==> config.mk <==
export PLATFORM = sky130hd
export DESIGN_NAME = gc_dram_host_master
export DESIGN_NICKNAME = d
export VERILOG_FILES = /design/src/rtl/gc_dram_host_master.sv
export SDC_FILE = /design/constraint.sdc
export NUM_CORES = 1
export LEC_CHECK = 0
export BUFFER_PORTS_ARGS = -buffer_cell sky130_fd_sc_hd__buf_2
export CAP_MARGIN = 25
export CORE_MARGIN = 4
export CORE_UTILIZATION = 50
export CTS_BUF_LIST = sky130_fd_sc_hd__clkbuf_4 sky130_fd_sc_hd__clkbuf_8 sky130_fd_sc_hd__clkbuf_16
export DETAILED_ROUTE_END_ITERATION = 7
export PLACE_DENSITY_LB_ADDON = 0.3
export SYNTH_ARGS = -nofsm -noshare
export SYNTH_HDL_FRONTEND = slang
export SYNTH_SLANG_ARGS = --single-unit
export TNS_END_PERCENT = 10
==> constraint.sdc <==
create_clock -name clk -period 3.4 [get_ports clk]
set_clock_uncertainty 0.05 [all_clocks]
set_input_delay 0.68 -clock clk [delete_from_list [all_inputs] [get_ports clk]]
set_output_delay 0.68 -clock clk [all_outputs]
set_load 0.02 [all_outputs]
==> src/rtl/gc_dram_host_master.sv <==
`default_nettype none
// ============================================================================
// Module      : gc_dram_host_master
// Description : Host initiator for the gain-cell DRAM controller. Requests are
//               queued in order and issued on the controller pins. Read data
//               is returned to the client over a valid/ready channel.
// Revision    : 1.0 - initial release
// ============================================================================
module gc_dram_host_master #(
    parameter int ADDR_W     = 10,
    parameter int DATA_W     = 64,
    parameter int FIFO_DEPTH = 4,
    parameter int RD_LAT     = 2
) (
    input  logic              clk,
    input  logic              rst,
    input  logic              cfg_disable_ref,
    input  logic              req_valid,
    output logic              req_ready,
    input  logic              req_we,
    input  logic [ADDR_W-1:0] req_addr,
    input  logic [DATA_W-1:0] req_wdata,
    output logic              rsp_valid,
    input  logic              rsp_ready,
    output logic [DATA_W-1:0] rsp_data,
    input  logic              mem_busy,
    input  logic [DATA_W-1:0] mem_rd,
    output logic              mem_we,
    output logic              mem_re,
    output logic [ADDR_W-1:0] mem_waddr,
    output logic [ADDR_W-1:0] mem_raddr,
    output logic [DATA_W-1:0] mem_in,
    output logic              mem_disable_ref
);

    localparam int c_PTR_W = $clog2(FIFO_DEPTH);
    localparam int c_CNT_W = $clog2(RD_LAT + 1);
    localparam logic [c_PTR_W:0]   c_FULL    = (c_PTR_W + 1)'(FIFO_DEPTH);
    localparam logic [c_PTR_W-1:0] c_PTR_ONE = c_PTR_W'(1);
    localparam logic [c_CNT_W-1:0] c_RD_LAT  = c_CNT_W'(RD_LAT);
    localparam logic [c_CNT_W-1:0] c_CNT_ONE = c_CNT_W'(1);

    typedef enum logic [2:0] {
        S_IDLE  = 3'd0,
        S_WRITE = 3'd1,
        S_GAP   = 3'd2,
        S_READ  = 3'd3,
        S_RESP  = 3'd4
    } state_t;

    state_t              r_state;
    logic [c_CNT_W-1:0]  r_lat_cnt;

    logic                r_fifo_we   [FIFO_DEPTH];
    logic [ADDR_W-1:0]   r_fifo_addr [FIFO_DEPTH];
    logic [DATA_W-1:0]   r_fifo_data [FIFO_DEPTH];
    logic [c_PTR_W-1:0]  r_wr_ptr;
    logic [c_PTR_W-1:0]  r_rd_ptr;
    logic [c_PTR_W:0]    r_count;

    logic                w_full;
    logic                w_empty;
    logic                w_push;
    logic                w_pop;
    logic                w_head_we;
    logic [ADDR_W-1:0]   w_head_addr;
    logic [DATA_W-1:0]   w_head_data;

    assign w_full      = (r_count == c_FULL);
    assign w_empty     = (r_count == '0);
    assign req_ready   = !w_full && !rst;
    assign w_push      = req_valid && req_ready;
    assign w_pop       = (r_state == S_IDLE) && !w_empty && !mem_busy;
    assign w_head_we   = r_fifo_we[r_rd_ptr];
    assign w_head_addr = r_fifo_addr[r_rd_ptr];
    assign w_head_data = r_fifo_data[r_rd_ptr];

    always_ff @(posedge clk) begin
        if (w_push) begin
            r_fifo_we[r_wr_ptr]   <= req_we;
            r_fifo_addr[r_wr_ptr] <= req_addr;
            r_fifo_data[r_wr_ptr] <= req_wdata;
        end
    end

    always_ff @(posedge clk) begin
        if (rst) begin
            r_wr_ptr <= '0;
            r_rd_ptr <= '0;
            r_count  <= '0;
        end else begin
            if (w_push) r_wr_ptr <= r_wr_ptr + c_PTR_ONE;
            if (w_pop)  r_rd_ptr <= r_rd_ptr + c_PTR_ONE;
            r_count <= r_count + (c_PTR_W + 1)'(w_push) - (c_PTR_W + 1)'(w_pop);
        end
    end

    always_ff @(posedge clk) begin
        if (rst) begin
            r_state         <= S_IDLE;
            r_lat_cnt       <= '0;
            rsp_valid       <= 1'b0;
            rsp_data        <= '0;
            mem_we          <= 1'b0;
            mem_re          <= 1'b0;
            mem_waddr       <= '0;
            mem_raddr       <= '0;
            mem_in          <= '0;
            mem_disable_ref <= 1'b0;
        end else begin
            mem_disable_ref <= cfg_disable_ref;
            case (r_state)
                S_IDLE: begin
                    if (w_pop) begin
                        if (w_head_we) begin
                            mem_we    <= 1'b1;
                            mem_waddr <= w_head_addr;
                            mem_in    <= w_head_data;
                            r_state   <= S_WRITE;
                        end else begin
                            mem_re    <= 1'b1;
                            mem_raddr <= w_head_addr;
                            r_lat_cnt <= '0;
                            r_state   <= S_READ;
                        end
                    end
                end
                S_WRITE: begin
                    mem_we <= 1'b0;
                    // A read right behind a write to the same cell gets one spare cycle.
                    if (!w_empty && !w_head_we && (w_head_addr == mem_waddr)) begin
                        r_state <= S_GAP;
                    end else begin
                        r_state <= S_IDLE;
                    end
                end
                S_GAP: begin
                    r_state <= S_IDLE;
                end
                S_READ: begin
                    if (mem_busy) begin
                        r_lat_cnt <= '0;
                    end else if (r_lat_cnt == c_RD_LAT) begin
                        rsp_data  <= mem_rd;
                        rsp_valid <= 1'b1;
                        mem_re    <= 1'b0;
                        r_state   <= S_RESP;
                    end else begin
                        r_lat_cnt <= r_lat_cnt + c_CNT_ONE;
                    end
                end
                S_RESP: begin
                    if (rsp_ready) begin
                        rsp_valid <= 1'b0;
                        r_state   <= S_IDLE;
                    end
                end
                default: begin
                    r_state <= S_IDLE;
                end
            endcase
        end
    end

endmodule
`default_nettype wire

### Word level (Yosys, flattened, before mapping)

Memories as Yosys holds them, arrays and structs flattened. A register that Yosys moved wholly into a read port is not among the register bits.
Cells that the tools add are included.

* register bits after elaboration: 100
* bits in writable memories: 300
* input bits: 145
* output and inout port bits: 153
* logic and storage cells: 89
* memories: 3

* $add $sub $neg: 5
* eq/ne operators: 13
* multiplexer cells: 30
* bitwise operators: 2
* reductions and logical operators: 24

Memory list
* r_fifo_data: words 4, width 64, rd ports 1, clocked after Yosys merged registers in 1, wr ports 1, line 56 `logic [DATA_W-1:0] r_fifo_data [FIFO_DEPTH];`
* r_fifo_addr: words 4, width 10, rd ports 1, clocked after Yosys merged registers in 1, wr ports 1, line 55 `logic [ADDR_W-1:0] r_fifo_addr [FIFO_DEPTH];`
* r_fifo_we: words 4, width 1, rd ports 1, clocked after Yosys merged registers in 1, wr ports 1, line 54 `logic r_fifo_we [FIFO_DEPTH];`

Operator list (count)
* $mux W2: 10
* $mux W3: 4
* $ne A2 B2 Y1 const B: 6
* $pmux W3 S4: 1
* $reduce_and A3 Y1: 4
* $reduce_and A4 Y1: 3
* $mux W1: 11
* $eq A10 B10 Y1: 1
* $add A2 B1 Y2 const B: 3
* $eq A3 B3 Y1 const B: 2
* $logic_and A1 B1 Y1: 6
* $logic_not A3 Y1: 2
* $pmux W1 S2: 3
* $reduce_bool A2 Y1: 3
* $logic_not A1 Y1: 5
* $reduce_and A5 Y1: 1
* $pmux W2 S2: 1
* $add A3 B1 Y3: 1
* $eq A3 B1 Y1 const B: 1
* $eq A3 B2 Y1 const B: 1
* $ne A3 B3 Y1 const B: 1
* $sub A3 B1 Y3: 1
* $eq A2 B2 Y1 const B: 1
* $not A1 Y1: 2

### Depth between registers and ports, before layout

* depth in word-level cells: 6
* depth in mapped cells: 11
* mapped depth without buffers: 11

### Worst setup path before layout

Ideal clock, no wire load.

* path type: input port to flip-flop
* start point: input port rst
* end point: memory r_fifo_addr[0][0], enable pin
* library setup time: 442 ps
* arrival time: 3056 ps
* data required time: 2908 ps
* setup slack: -148 ps
* stages on the path: 2
* buffers on the path: 0
* cells stage by stage: a21oi_1 -> and3_1

* longest elaborated chain between the ends: 5

RTL lines
* start, declared: line 16 `input logic rst,`
* $logic_not A1 Y1: line 71 `assign req_ready = !w_full && !rst;`
* $logic_and A1 B1 Y1: line 71
* $logic_and A1 B1 Y1: line 72 `assign w_push = req_valid && req_ready;`
* $mux W1: line 79 `if (w_push) begin`
* $mux W1 (not written as such): line 81 `r_fifo_addr[r_wr_ptr] <= req_addr;`
* end, declared: line 55

Every way passes these cells.

### Worst setup path after layout

* start point: register r_state[2]
* end point: register r_count[2]

* longest elaborated chain between the ends: 4

RTL lines
* start, declared: line 51 `state_t r_state;`
* start signal, assigned: line 100 `r_state <= S_IDLE;`
* start signal, assigned: line 119 `r_state <= S_WRITE;`
* start signal, assigned: line 124 `r_state <= S_READ;`
* $logic_not A3 Y1: line 73 `assign w_pop = (r_state == S_IDLE) && !w_empty && !mem_busy;`
* $logic_and A1 B1 Y1 (2 in series): line 73
* via w_pop: line 64 `logic w_pop;`
* $sub A3 B1 Y3: line 94 `r_count <= r_count + (c_PTR_W + 1)'(w_push) - (c_PTR_W + 1)'(w_pop);`
* end signal, assigned: line 94
* end, declared: line 59 `logic [c_PTR_W:0] r_count;`

The timed path passes the listed nets, and every way through them passes these cells.
A chain may end at the register's enable or synchronous reset.

==> flow_metrics.env <==
export IMPL_synth_top_cells_by_area="edfxtp_1 (54%), dfxtp_1 (20%), mux4_2 (9.9%)"
export IMPL_p_int_mw=10.4
export IMPL_synth_top_area_cell="edfxtp_1"
export IMPL_swShare_pct=26.0
export IMPL_crit_fanout=5
export IMPL_overflow=0
export IMPL_p_clk_share_pct=34.6
export IMPL_grt_max_degree=91
export IMPL_dieHeight_um=191
export IMPL_postCtsSetupRepairBufs=0
export IMPL_wire_per_inst_um=19.4
export IMPL_cts_buffers=46
export IMPL_place_ws_ns=0.590
export IMPL_vias_per_cell=5.26
export IMPL_grt_pass1_wl_um=56400
export IMPL_port_buffers=297
export IMPL_path_cells="or3_1 > nor3_2 > ha_1 > inv_1 > ha_1 > fa_1 > xnor2_1 > xnor2_1 > nor2_1"
export IMPL_cts_tree="built"
export IMPL_rsz0062_at_grt="false"
export IMPL_synth_top_area_share_pct=53.7
export IMPL_die_width_um=191
export IMPL_synthArstFlopShare_pct=0
export IMPL_relSlewSlack_pct=29.9
export IMPL_endpoint_kind="register"
export IMPL_maxCapViolCount=0
export IMPL_status="complete, no violations"
export IMPL_period_minus_slack_ns=2.56
export IMPL_min_from="req_wdata[23]"
export IMPL_setup_viol=0
export IMPL_initial_core_util_pct=51.2
export IMPL_core_area_um2=32800
export IMPL_nets=1585
export IMPL_avgSynthCellArea_um2=14.8
export IMPL_drc=0
export IMPL_worstPathArrival_ns=2.89
export IMPL_clk_pin_slew_ns=0.06
export IMPL_io_pins=298
export IMPL_hpwl_um=23200
export IMPL_synthDistinctLibCells=35
export IMPL_pwr_share_comb_pct=17.9
export IMPL_fin_crit_sh_pct=75.2
export IMPL_design_area_um2=20300
export IMPL_power_frac_seq_pct=47.4
export IMPL_syn_num_nets=1284
export IMPL_routed_wl_um=37100
export IMPL_globalRouteTotalUtil_pct=19.8
export IMPL_critPathKind="register to register"
export IMPL_cellPowerDensity_nw_per_um2=695
export IMPL_area_growth_pct=21.1
export IMPL_clk_latency_ns=0.54
export IMPL_synth_edf_count=300
export IMPL_dieArea_um2=36500
export IMPL_worstPathRequired_ns=3.73
export IMPL_syn_area_um2=16800
export IMPL_startpoint_type="register"
export IMPL_crit_path_max_incr_delay_ns=0.46
export IMPL_timing_final_hold_violations=0
export IMPL_cts_num_sinks=466
export IMPL_cp_top_family="simple AND/OR/NAND/NOR gates"
export IMPL_finalMaxSlewViolations=0
export IMPL_ys_seq_elements=466
export IMPL_synthTopCellsByCount="edfxtp_1 (300), nand2_1 (280), dfxtp_1 (166), a21oi_1 (143), mux4_2 (74)"
export IMPL_dpl_cell_area_um2=18800
export IMPL_root_buffer="clkbuf_16"
export IMPL_synthFlopType="edfxtp_1"
export IMPL_worstHoldPathType="input pin to register"
export IMPL_yosysSeqAreaShare_pct=73.5
export IMPL_place_congestion=0.763
export IMPL_startpoint="r_state[2]"
export IMPL_antenna_found_initial=8
export IMPL_hold_buffers=0
export IMPL_fmax_ghz=0.391
export IMPL_clock_path_buffers=3
export IMPL_critPathSlowestCell="or3_1"
export IMPL_num_vias=10074
export IMPL_drtIter0Drc=492
export IMPL_drtPass1Iterations=4
export IMPL_fp_row_count=66
export IMPL_crit_buf_inv=1
export IMPL_ant_nets=0
export IMPL_synth_most_common_cell="edfxtp_1"
export IMPL_ys_warn_count=0
export IMPL_ir_drop_mv=0.443
export IMPL_ctsHtreeMaxLevel=2
export IMPL_syn_instance_count=1131
export IMPL_p_leak_nw=7.34
export IMPL_cts_resized=0
export IMPL_drive_above_1_share_pct=32.8
export IMPL_final_setup_worst_slack_ns=0.842
export IMPL_p_sw_mw=3.68
export IMPL_grt_pass1_vias=10175
export IMPL_r2r_start="r_state[2]"
export IMPL_tightest_slew_ns=1.05
power groups by stage:
stage	logic, mW	registers (mW)	clock network [mW]
finish	2.53	6.70	4.89
global route	2.77	6.74	5.26
CTS	2.59	6.70	5.01
detailed placement	2.58	6.82	0
global placement	2.54	6.80	0
floorplan	1.63	6.94	0
placed cells by master (no fill, tap or decap), drive strengths merged, types with 3 or more instances in the layout:
master | synthesis | routed
nor2b | 3 | 3
a21oi | 143 | 143
xor2 | 8 | 8
diode | 0 | 5
ha | 7 | 7
and3 | 4 | 4
mux2i | 12 | 12
clkbuf | 43 | 65
inv | 9 | 10
and2 | 3 | 3
nor3 | 5 | 5
nand2 | 280 | 280
clkinv | 0 | 15
mux4 | 74 | 74
nor2 | 28 | 28
dfxtp | 166 | 166
edfxtp | 300 | 300
buf | 21 | 317
xnor2 | 7 | 7
cell families after synthesis:
group           after synthesis  share of synthesized area [%]
compound gates              149                           4.54
xor+xnor                     15                          0.783
fa+ha+maj                     8                          0.641
buf+inv                      73                           1.86
flops                       466                           73.5
mux                          87                           10.7
simple gates                333                           7.94
per-layer routing:
layer	vias to the layer above	wire length [um]	GRT usage, %
met4	6	807	5.33
met1	4950	14500	24.6
met5	-	37	0
met2	321	19000	35.1
li1	4734	-	-
met3	63	2800	4.64
registers in the layout (all words and copies together) (netlist names), named ones only:
signal / count
mem_disable_ref: 1
mem_in: 64
mem_raddr: 10
mem_re: 1
mem_waddr: 10
mem_we: 1
r_count: 3
r_fifo_addr: 40
r_fifo_data: 256
r_fifo_we: 4
r_lat_cnt: 2
r_rd_ptr: 2
r_state: 3
r_wr_ptr: 2
rsp_data: 64
rsp_valid: 1
through the flow:
stage / utilization (%) / instances / power (mW) / TNS (ns) / hold WS (ns)
after floorplan: - / 1131 / 8.57 / -11.02 / 0.386
after global placement: 57.3 / 1825 / 9.35 / 0 / 0.388
after detailed placement: 57.4 / 1826 / 9.40 / 0 / 0.394
after CTS: 61.9 / 1911 / 14.3 / 0 / 0.269
after global routing: 62.0 / 1916 / 14.8 / 0 / 0.280
final: 62.0 / 1916 / 14.1 / 0 / 0.300
final cells by class:
type                            instances  area [um2]
Sequential cell                       466       12300
Multi-Input combinational cell        592        4160
Timing Repair Buffer                  317        1730
Tap cell                              442         553
Clock buffer                           65        1320
Clock inverter                         20         174
Fill cell                            2523       12500
Antenna cell                            5        12.5
Inverter                                9        33.8
final timing paths:
path,to,slack [ns],depth (start not counted)
max reg2reg,r_count[2],0.84,9
min,r_fifo_data[3][23],0.30,1
max,r_count[2],0.84,9
min reg2reg,rsp_data[13],0.40,2
worst register-to-register path, delay by kind of cell, from the launching register on:
kind,cells,cell delay [ns]
adders and majority gates,3,0.78
DFF,1,0.34
and+or+nand+nor,3,0.88
buffers and inverters,1,0.04
xor gates and xnor gates,2,0.32
No activity file was read; power rests on OpenSTA's default activity.
